--- config.mk ---
export PLATFORM = sky130hd
export DESIGN_NAME = lock_timer
export DESIGN_NICKNAME = d
export VERILOG_FILES = /design/src/rtl/lock_timer.sv
export SDC_FILE = /design/constraint.sdc
export NUM_CORES = 1
export LEC_CHECK = 0
export CAP_MARGIN = 10
export CORE_AREA = 2 2 39 41
export CTS_BUF_LIST = sky130_fd_sc_hd__clkbuf_4
export DETAILED_ROUTE_END_ITERATION = 10
export DIE_AREA = 0 0 41 43
export GPL_TIMING_DRIVEN = 0
export SYNTH_ARGS = -nofsm -noshare
export SYNTH_HDL_FRONTEND = slang
export SYNTH_SLANG_ARGS = --single-unit
--- constraint.sdc ---
create_clock -name CLK -period 1.5 [get_ports CLK]
set_input_delay 0.375 -clock CLK [delete_from_list [all_inputs] [get_ports CLK]]
set_output_delay 0.375 -clock CLK [all_outputs]
set_load 0.005 [all_outputs]
--- src/rtl/lock_timer.sv ---
// Loadable down-counter that times the lockout interval. It holds at zero
// and raises zero_o so the owner can decide when the interval has expired.
module lock_timer #(
    parameter int W = 4
) (
    input  logic         CLK,
    input  logic         RST_N,
    input  logic         load_i,
    input  logic [W-1:0] load_val_i,
    input  logic         en_i,
    output logic [W-1:0] count_o,
    output logic         zero_o
);

    logic [W-1:0] count_q, count_d;

    // Next count: a load wins over counting; never decrement below zero.
    always_comb begin
        count_d = count_q;
        if (load_i) begin
            count_d = load_val_i;
        end else if (en_i && (count_q != '0)) begin
            count_d = count_q - 1'b1;
        end
    end

    // Counter register.
    always_ff @(posedge CLK or negedge RST_N) begin
        if (!RST_N) begin
            count_q <= '0;
        end else begin
            count_q <= count_d;
        end
    end

    assign count_o = count_q;
    assign zero_o  = (count_q == '0);

endmodule

==> summary.md, run 1 <==
| Metric | Value |
|---|---|
| Status | finished, violations left |
| Failing checks | setup timing |
| Register area | 101 um^2 |
| Number of synthesized flops with an enable pin | 0 |
| Cell Chain, Critical Path | inv_2 -> ha_4 -> nor3b_4 -> buf_2 |
| CTS max path bufs | 2 |
| Setup_tns | -0.0624 ns |
| Synth Cell Area | 270 um^2 |
| Critical Path RT | 1.12 ns |
| Largest net degree at the start of global routing | 11 |
| Ranking of synthesized cells by area | dfrtp_1 (37%), nor4b_2 (5.6%), ha_1 (4.6%) |
| Later-pin clock latency in the skew report | 0.23 ns |
| Root buffer selected by CTS | clkbuf_4 |
| Hold_buf cts | 0 |
| Max Cap Violations | 0 |
| Crit path launch type | flop |
| Worst R2R Start | count_o[1] |
| 1st-pass router iterations | 1 |
| FMAX | 0.640 GHz |
| Total GRT Usage | 9.18% |
| CP top delay family | flip-flops |
| Final period utilization | 104% |
| Antenna Nets Post-Route | 0 |
| Syn Area/Cell | 10.0 um^2 |
| Initial Utilization | 19.5% |
| PwrDens | 871 mW/mm^2 |
| Multi-input logic area | 170 um^2 |
| Final GP Congestion | 0.625 |
| Netlist cell types | 18 |
| Dominant synthesized flop cell | dfrtp_1 |
| Number of global-route vias before repair | 260 |
| Final wirelength | 678 um |
| Most frequent cells in the layout | clkdlybuf4s50_1 (7), buf_4 (6) |
| Most common cell after layout, fill and taps aside | clkdlybuf4s50_1 |
| Post-layout min period | 1.56 ns |
| Register area share after synthesis | 37.0% |
| Critical Path Fanout Max | 4 |
| Core Region | 0.00138 mm^2 |
| Final setup viols | 1 |
| Via density per instance | 4.37 |
| IO Port Bufs | 11 |
| Yosys reg bits | 4 |
| RSZ-0062 raised after global routing | true |
| Critical path type | reg -> out |
| Residual DRC | 0 |
| N_diodes | 0 |
| CTS H-Tree Depth | 1 |
| Die width | 41 um |
| Worst setup path startpoint | count_o[1] |
| Hold/Removal Path Class | in -> async |
| Syn_nets | 36 |
| CP max-delay cell | dfrtp_1 |
| TritonCTS Buffers | 3 |
| Finished Layout Cells | 63 |
| Critical path data arrival time | 1.19 ns |
| WP buf/inv | 2 |
| Die Ht | 43 um |
| CTS clk-pin slew, worst paths | 0.04 ns |
| Largest register FFs | 4 |
| Fin worst setup slack | -0.0624 ns |
| Final hold slack | 0.342 ns |
| Wire per inst | 10.8 um |
| Drt first-iter violations | 0 |
| Initial antenna violation count | 0 |
| CTS tree | yes |
| Worst reg-to-reg setup slack | 0.05 ns |
| Yosys top cell by area | dfrtp_1 |
| Filler instances | 150 |
| Nets | 58 |
| Count of yosys warnings during synthesis | 0 |
| Grt total ovfl | 0 |
| Top Ports | 13 |
| Final Hold Viols | 0 |
| Share of cells above drive strength 1 | 40.4% |
| Top cell type's share of synthesized area | 37.0% |
| Leakage | 0.000214 uW |
| Die footprint | 0.00176 mm^2 |
| Cells after synthesis | 27 |
| Worst setup EP type | output port |
| Slew @ Worst Pin | 0.262 ns |
| # clock sinks | 4 |
| First-pass GRT wire length | 1040 um |
| Layout area overhead | 78.7% |
| Slew Viols, Final | 0 |
| Worst vdd ir | 0.292 mV |
| Asr flop ratio synth | 100% |
| Slowest stage delay, CP | 0.38 ns |
| Rel. slew slack | 82.5% |
| Via count | 275 |
| Placed cell count | 54 |
| # rows | 14 |
| Clock skew | 0.00285 ns |
-- worst register-to-register path: stages (launching register included) --
cell,delay [ns]
dfrtp_1,0.36
inv_2,0.05
ha_4,0.16
nor3b_4,0.15
buf_4,0.15
or4_4,0.42
o211ai_2,0.08
-- repair_timing --
item | in CTS | in global routing
gates resized for setup | 13 | 1
endpoints found under the setup margin | 7 | 2
pin swaps | 1 | 0
hold endpoints to repair | 0 | 0
buffers inserted | 6 | 0
-- through the flow --
step / worst slack (ns) / power, uW / util (%) / area [um^2]
2_1_floorplan: 0.0796 / 190 / - / 270
3_3_place_gp: -0.416 / 248 / 28.9 / 400
3_5_place_dp: -0.464 / 252 / 28.9 / 400
4_1_cts: -0.0619 / 424 / 34.6 / 479
5_1_grt: -0.110 / 453 / 34.9 / 483
6_report: -0.0624 / 421 / 34.9 / 483
-- routing by layer --
| metal | up-vias | GRT usage (%) | share of wire, % |
|---|---|---|---|
| li1 | 141 | - | - |
| met5 | - | 0 | 0 |
| met3 | 0 | 3.14 | 5.5 |
| met1 | 128 | 9.80 | 40 |
| met2 | 6 | 14.4 | 55 |
| met4 | 0 | 6.00 | 0 |
-- cells in the mapped netlist (2+ instances only) --
cell type  count
nand2_1        3
inv_1          3
dfrtp_1        4
nor3_1         2
o21ai_0        2
-- final timing paths --
check,endpoint,depth (start not counted)
setup / recovery,zero_o,4
hold / removal,count_o[3],1
setup reg to reg,count_o[1],6
hold reg to reg,count_o[2],2
max in group asynchronous,count_o[2],1
min in group CLK,count_o[2],2
-- power by group --
group / internal, uW / leakage, uW / switching [uW]
Combinational: 95.2 / 0.000153 / 58.9
Sequential: 122 / 0.0000468 / 11.7
Clock: 89.4 / 0.0000138 / 43.0
-- area by class of cell --
type                            instances  share of cell area [%]
Timing Repair Buffer                   17                    30.3
Clock buffer                            3                    4.66
Sequential cell                         4                    21.0
Inverter                                3                    2.33
Buffer                                  1                    2.33
Multi-Input combinational cell         19                    35.2
Tap cell                               16                    4.15
-- kinds of logic after synthesis --
family                     share of synthesized area, %
AOI/OAI and AO/OA                                  19.9
adders and majority gates                          4.63
buffers and inverters                              8.33
DFF                                                37.0
and+or+nand+nor                                    30.1
No activity file was read; power rests on OpenSTA's default activity.
==> inputs of run 2 (changes only) <==
--- a/config.mk
+++ b/config.mk
@@ -10,7 +10,7 @@
 export CTS_BUF_LIST = sky130_fd_sc_hd__clkbuf_4
 export DETAILED_ROUTE_END_ITERATION = 10
 export DIE_AREA = 0 0 41 43
-export GPL_TIMING_DRIVEN = 0
+export REMOVE_ABC_BUFFERS = 1
 export SYNTH_ARGS = -nofsm -noshare
 export SYNTH_HDL_FRONTEND = slang
 export SYNTH_SLANG_ARGS = --single-unit
==> run 2 against run 1 <==
The flow still finishes with violations (setup timing). Via count up 5.1%. Power is 1.4% higher. Clock power hardly changed. Flip-flop and latch count did not move. Critical path depth stayed put. Combinational power is 9% higher. Critical endpoint unchanged. Highest routed layer unchanged.
==> summary.md, run 2 (synthesis gave the netlist of run 1 again) <==
| Metric | Value |
|---|---|
| Nets | 64 (+10%) |
| CP top delay family | flip-flops |
| Rel. slew slack | 84.7% (+2.2 points) |
| Final period utilization | 102% (-2.7 points) |
| IO Port Bufs | 12 (+1) |
| RSZ-0062 raised after global routing | true |
| WP buf/inv | 2 (unchanged) |
| Hold_buf cts | 0 (unchanged) |
| Worst setup path startpoint | count_o[0] |
| Number of global-route vias before repair | 275 (+5.8%) |
| Largest register FFs | 4 (unchanged) |
| Crit path launch type | flop |
| End of the critical path | zero_o |
| Most common cell after layout, fill and taps aside | buf_4 |
| Max Cap Violations | 0 (unchanged) |
| Top Ports | 13 (unchanged) |
| Switch Pwr | 112 uW (-1.4%) |
| Initial Utilization | 19.5% (unchanged) |
| Worst reg-to-reg setup slack | 0.02 ns (-0.03 ns) |
| Slew Viols, Final | 0 (unchanged) |
| Slowest stage delay, CP | 0.38 ns (about the same) |
| CTS H-Tree Depth | 1 (unchanged) |
| N_diodes | 0 (unchanged) |
| Most frequent cells in the layout | buf_4 (11), clkdlybuf4s50_1 (7), dfrtp_1 (4), dlygate4sd2_1 (4) |
| Final GP Congestion | 0.760 (+22%) |
| 1st-pass router iterations | 3 (+2) |
| Switch share | 26.3% (-0.74 points) |
| CP max-delay cell | dfrtp_1 |
| WP depth | 4 (unchanged) |
| Internal power | 314 uW (+2.4%) |
| # clock sinks | 4 (unchanged) |
| Status | finished, violations left |
| CTS clk-pin slew, worst paths | 0.04 ns (about the same) |
| Critical path type | reg -> out |
| Worst vdd ir | 0.323 mV (+10%) |
| Post-layout min period | 1.52 ns (-0.0398 ns) |
| Share of cells above drive strength 1 | 37.7% (-2.7 points) |
| PwrDens | 823 mW/mm^2 (-5.5%) |
| CTS tree | yes |
| Grt total ovfl | 0 (unchanged) |
| CTS max path bufs | 2 (unchanged) |
| Worst r2r path cells | 6 (unchanged) |
| Residual DRC | 0 (unchanged) |
| Filler instances | 145 (-3.3%) |
| Total GRT Usage | 9.88% (+0.70 points) |
| FMAX | 0.657 GHz (+2.6%) |
| Design Power | 426 uW (+1.4%) |
| TritonCTS Buffers | 3 (unchanged) |
| Slew @ Worst Pin | 0.228 ns (-0.0340 ns) |
| Largest net degree at the start of global routing | 6 (-5) |
| First-pass GRT wire length | 1100 um (+6.1%) |
| Final setup viols | 1 (unchanged) |
| Failing checks | setup timing |
| Drt first-iter violations | 1 (+1) |
| Seq pwr share | 30.3% (-1.6 points) |
| Die width | 41 um (unchanged) |
| Initial antenna violation count | 0 (unchanged) |
| Critical Path RT | 1.12 ns (about the same) |
| Worst r2r dst | count_o[1] |
| Clock share of power | 30.2% (-1.3 points) |
| Via count | 289 (+5.1%) |
| Critical Path Fanout Max | 2 (-2) |
| Worst setup EP type | output port |
| Hold/Removal Path Class | in -> async |
| Die footprint | 0.00176 mm^2 (unchanged) |
| Fin worst setup slack | -0.0226 ns (+0.0398 ns) |
| Core Region | 0.00138 mm^2 (unchanged) |
| Comb pwr share | 39.5% (+2.9 points) |
| Clock skew | 0.00671 ns (+0.00386 ns) |
| Final wirelength | 703 um (+3.7%) |
| # rows | 14 (unchanged) |
| Critical path data arrival time | 1.15 ns (-0.04 ns) |
| Root buffer selected by CTS | clkbuf_4 |
| Worst R2R Start | count_o[0] |
| Antenna Nets Post-Route | 0 (unchanged) |
| Die Ht | 43 um (unchanged) |
| Final Util | 37.4% (+2.5 points) |
| Cell Chain, Critical Path | inv_1 -> ha_1 -> nor3b_2 -> buf_2 |
| Wire per inst | 10.2 um (-5.3%) |
| Leakage | 0.000250 uW (+17%) |
| DP HPWL | 573 um |
| Via density per instance | 4.19 (-4.0%) |
| Final Hold Viols | 0 (unchanged) |
| Later-pin clock latency in the skew report | 0.23 ns (about the same) |
| Layout area overhead | 91.7% |
==> run 2: changes by cell type in the layout (fill, tap and decap cells not counted), sizes merged <==
cell,delta
buf,+5
dlygate4sd2,+1
==> run 2: repair_timing <==
| item | in CTS | in global routing |
|---|---|---|
| buffers inserted | 3 | 0 |
| pin swaps | 1 | 0 |
| endpoints found under the setup margin | 5 | 3 |
| gates cloned | 0 | 0 |
| hold endpoints to repair | 0 | 0 |
| resized for setup | 9 | 2 |
==> run 2: through the flow <==
step	hold WS [ns]	TNS, ns	setup slack [ns]	instances	cell area, um^2
floorplan	0.0794	0	0.0796	26	259
global placement	0.593	-0.400	-0.137	63	467
detailed placement	0.590	-0.460	-0.165	63	467
CTS	0.344	-0.0382	-0.0382	69	505
global route	0.361	-0.140	-0.101	69	518
finish	0.344	-0.0226	-0.0226	69	518
==> run 2: layer usage <==
layer,wire (um),GRT usage [%]
met5,0,0
met4,0,6.00
met1,287,13.0
met3,33,3.14
met2,382,13.4
==> run 2: power by group through the flow <==
stage | clock, uW | combinational (uW) | sequential, uW
6_report | 129 | 168 | 129
5_1_grt | 144 | 184 | 131
4_1_cts | 134 | 160 | 129
3_5_place_dp | 0 | 155 | 132
3_3_place_gp | 0 | 152 | 131
2_1_floorplan | 0 | 45.3 | 140
==> run 2: area by class of cell <==
| type | count | area [um^2] | area share [%] |
|---|---|---|---|
| Sequential cell | 4 | 100 | 19.3 |
| Clock buffer | 3 | 22.5 | 4.35 |
| Inverter | 3 | 11.3 | 2.17 |
| Tap cell | 16 | 20.0 | 3.86 |
| Timing Repair Buffer | 24 | 204 | 39.4 |
| Multi-Input combinational cell | 19 | 160 | 30.9 |
==> run 2: worst min path at each step <==
stage	start	to	slack (ns)	cells past startpoint
2_1_floorplan	RST_N	count_o[0]	0.08	0
3_3_place_gp	RST_N	count_o[3]	0.59	1
3_5_place_dp	RST_N	count_o[1]	0.59	1
4_1_cts	RST_N	count_o[1]	0.34	1
5_1_grt	RST_N	count_o[1]	0.36	1
6_report	RST_N	count_o[1]	0.34	1
==> run 2: worst reg2reg max path, delay by kind of cell, from the launching register on <==
kind	cells	cell delay (ns)
simple gates	2	0.57
fa+ha+maj	1	0.19
flops	1	0.36
compound gates	1	0.09
buf+inv	2	0.19
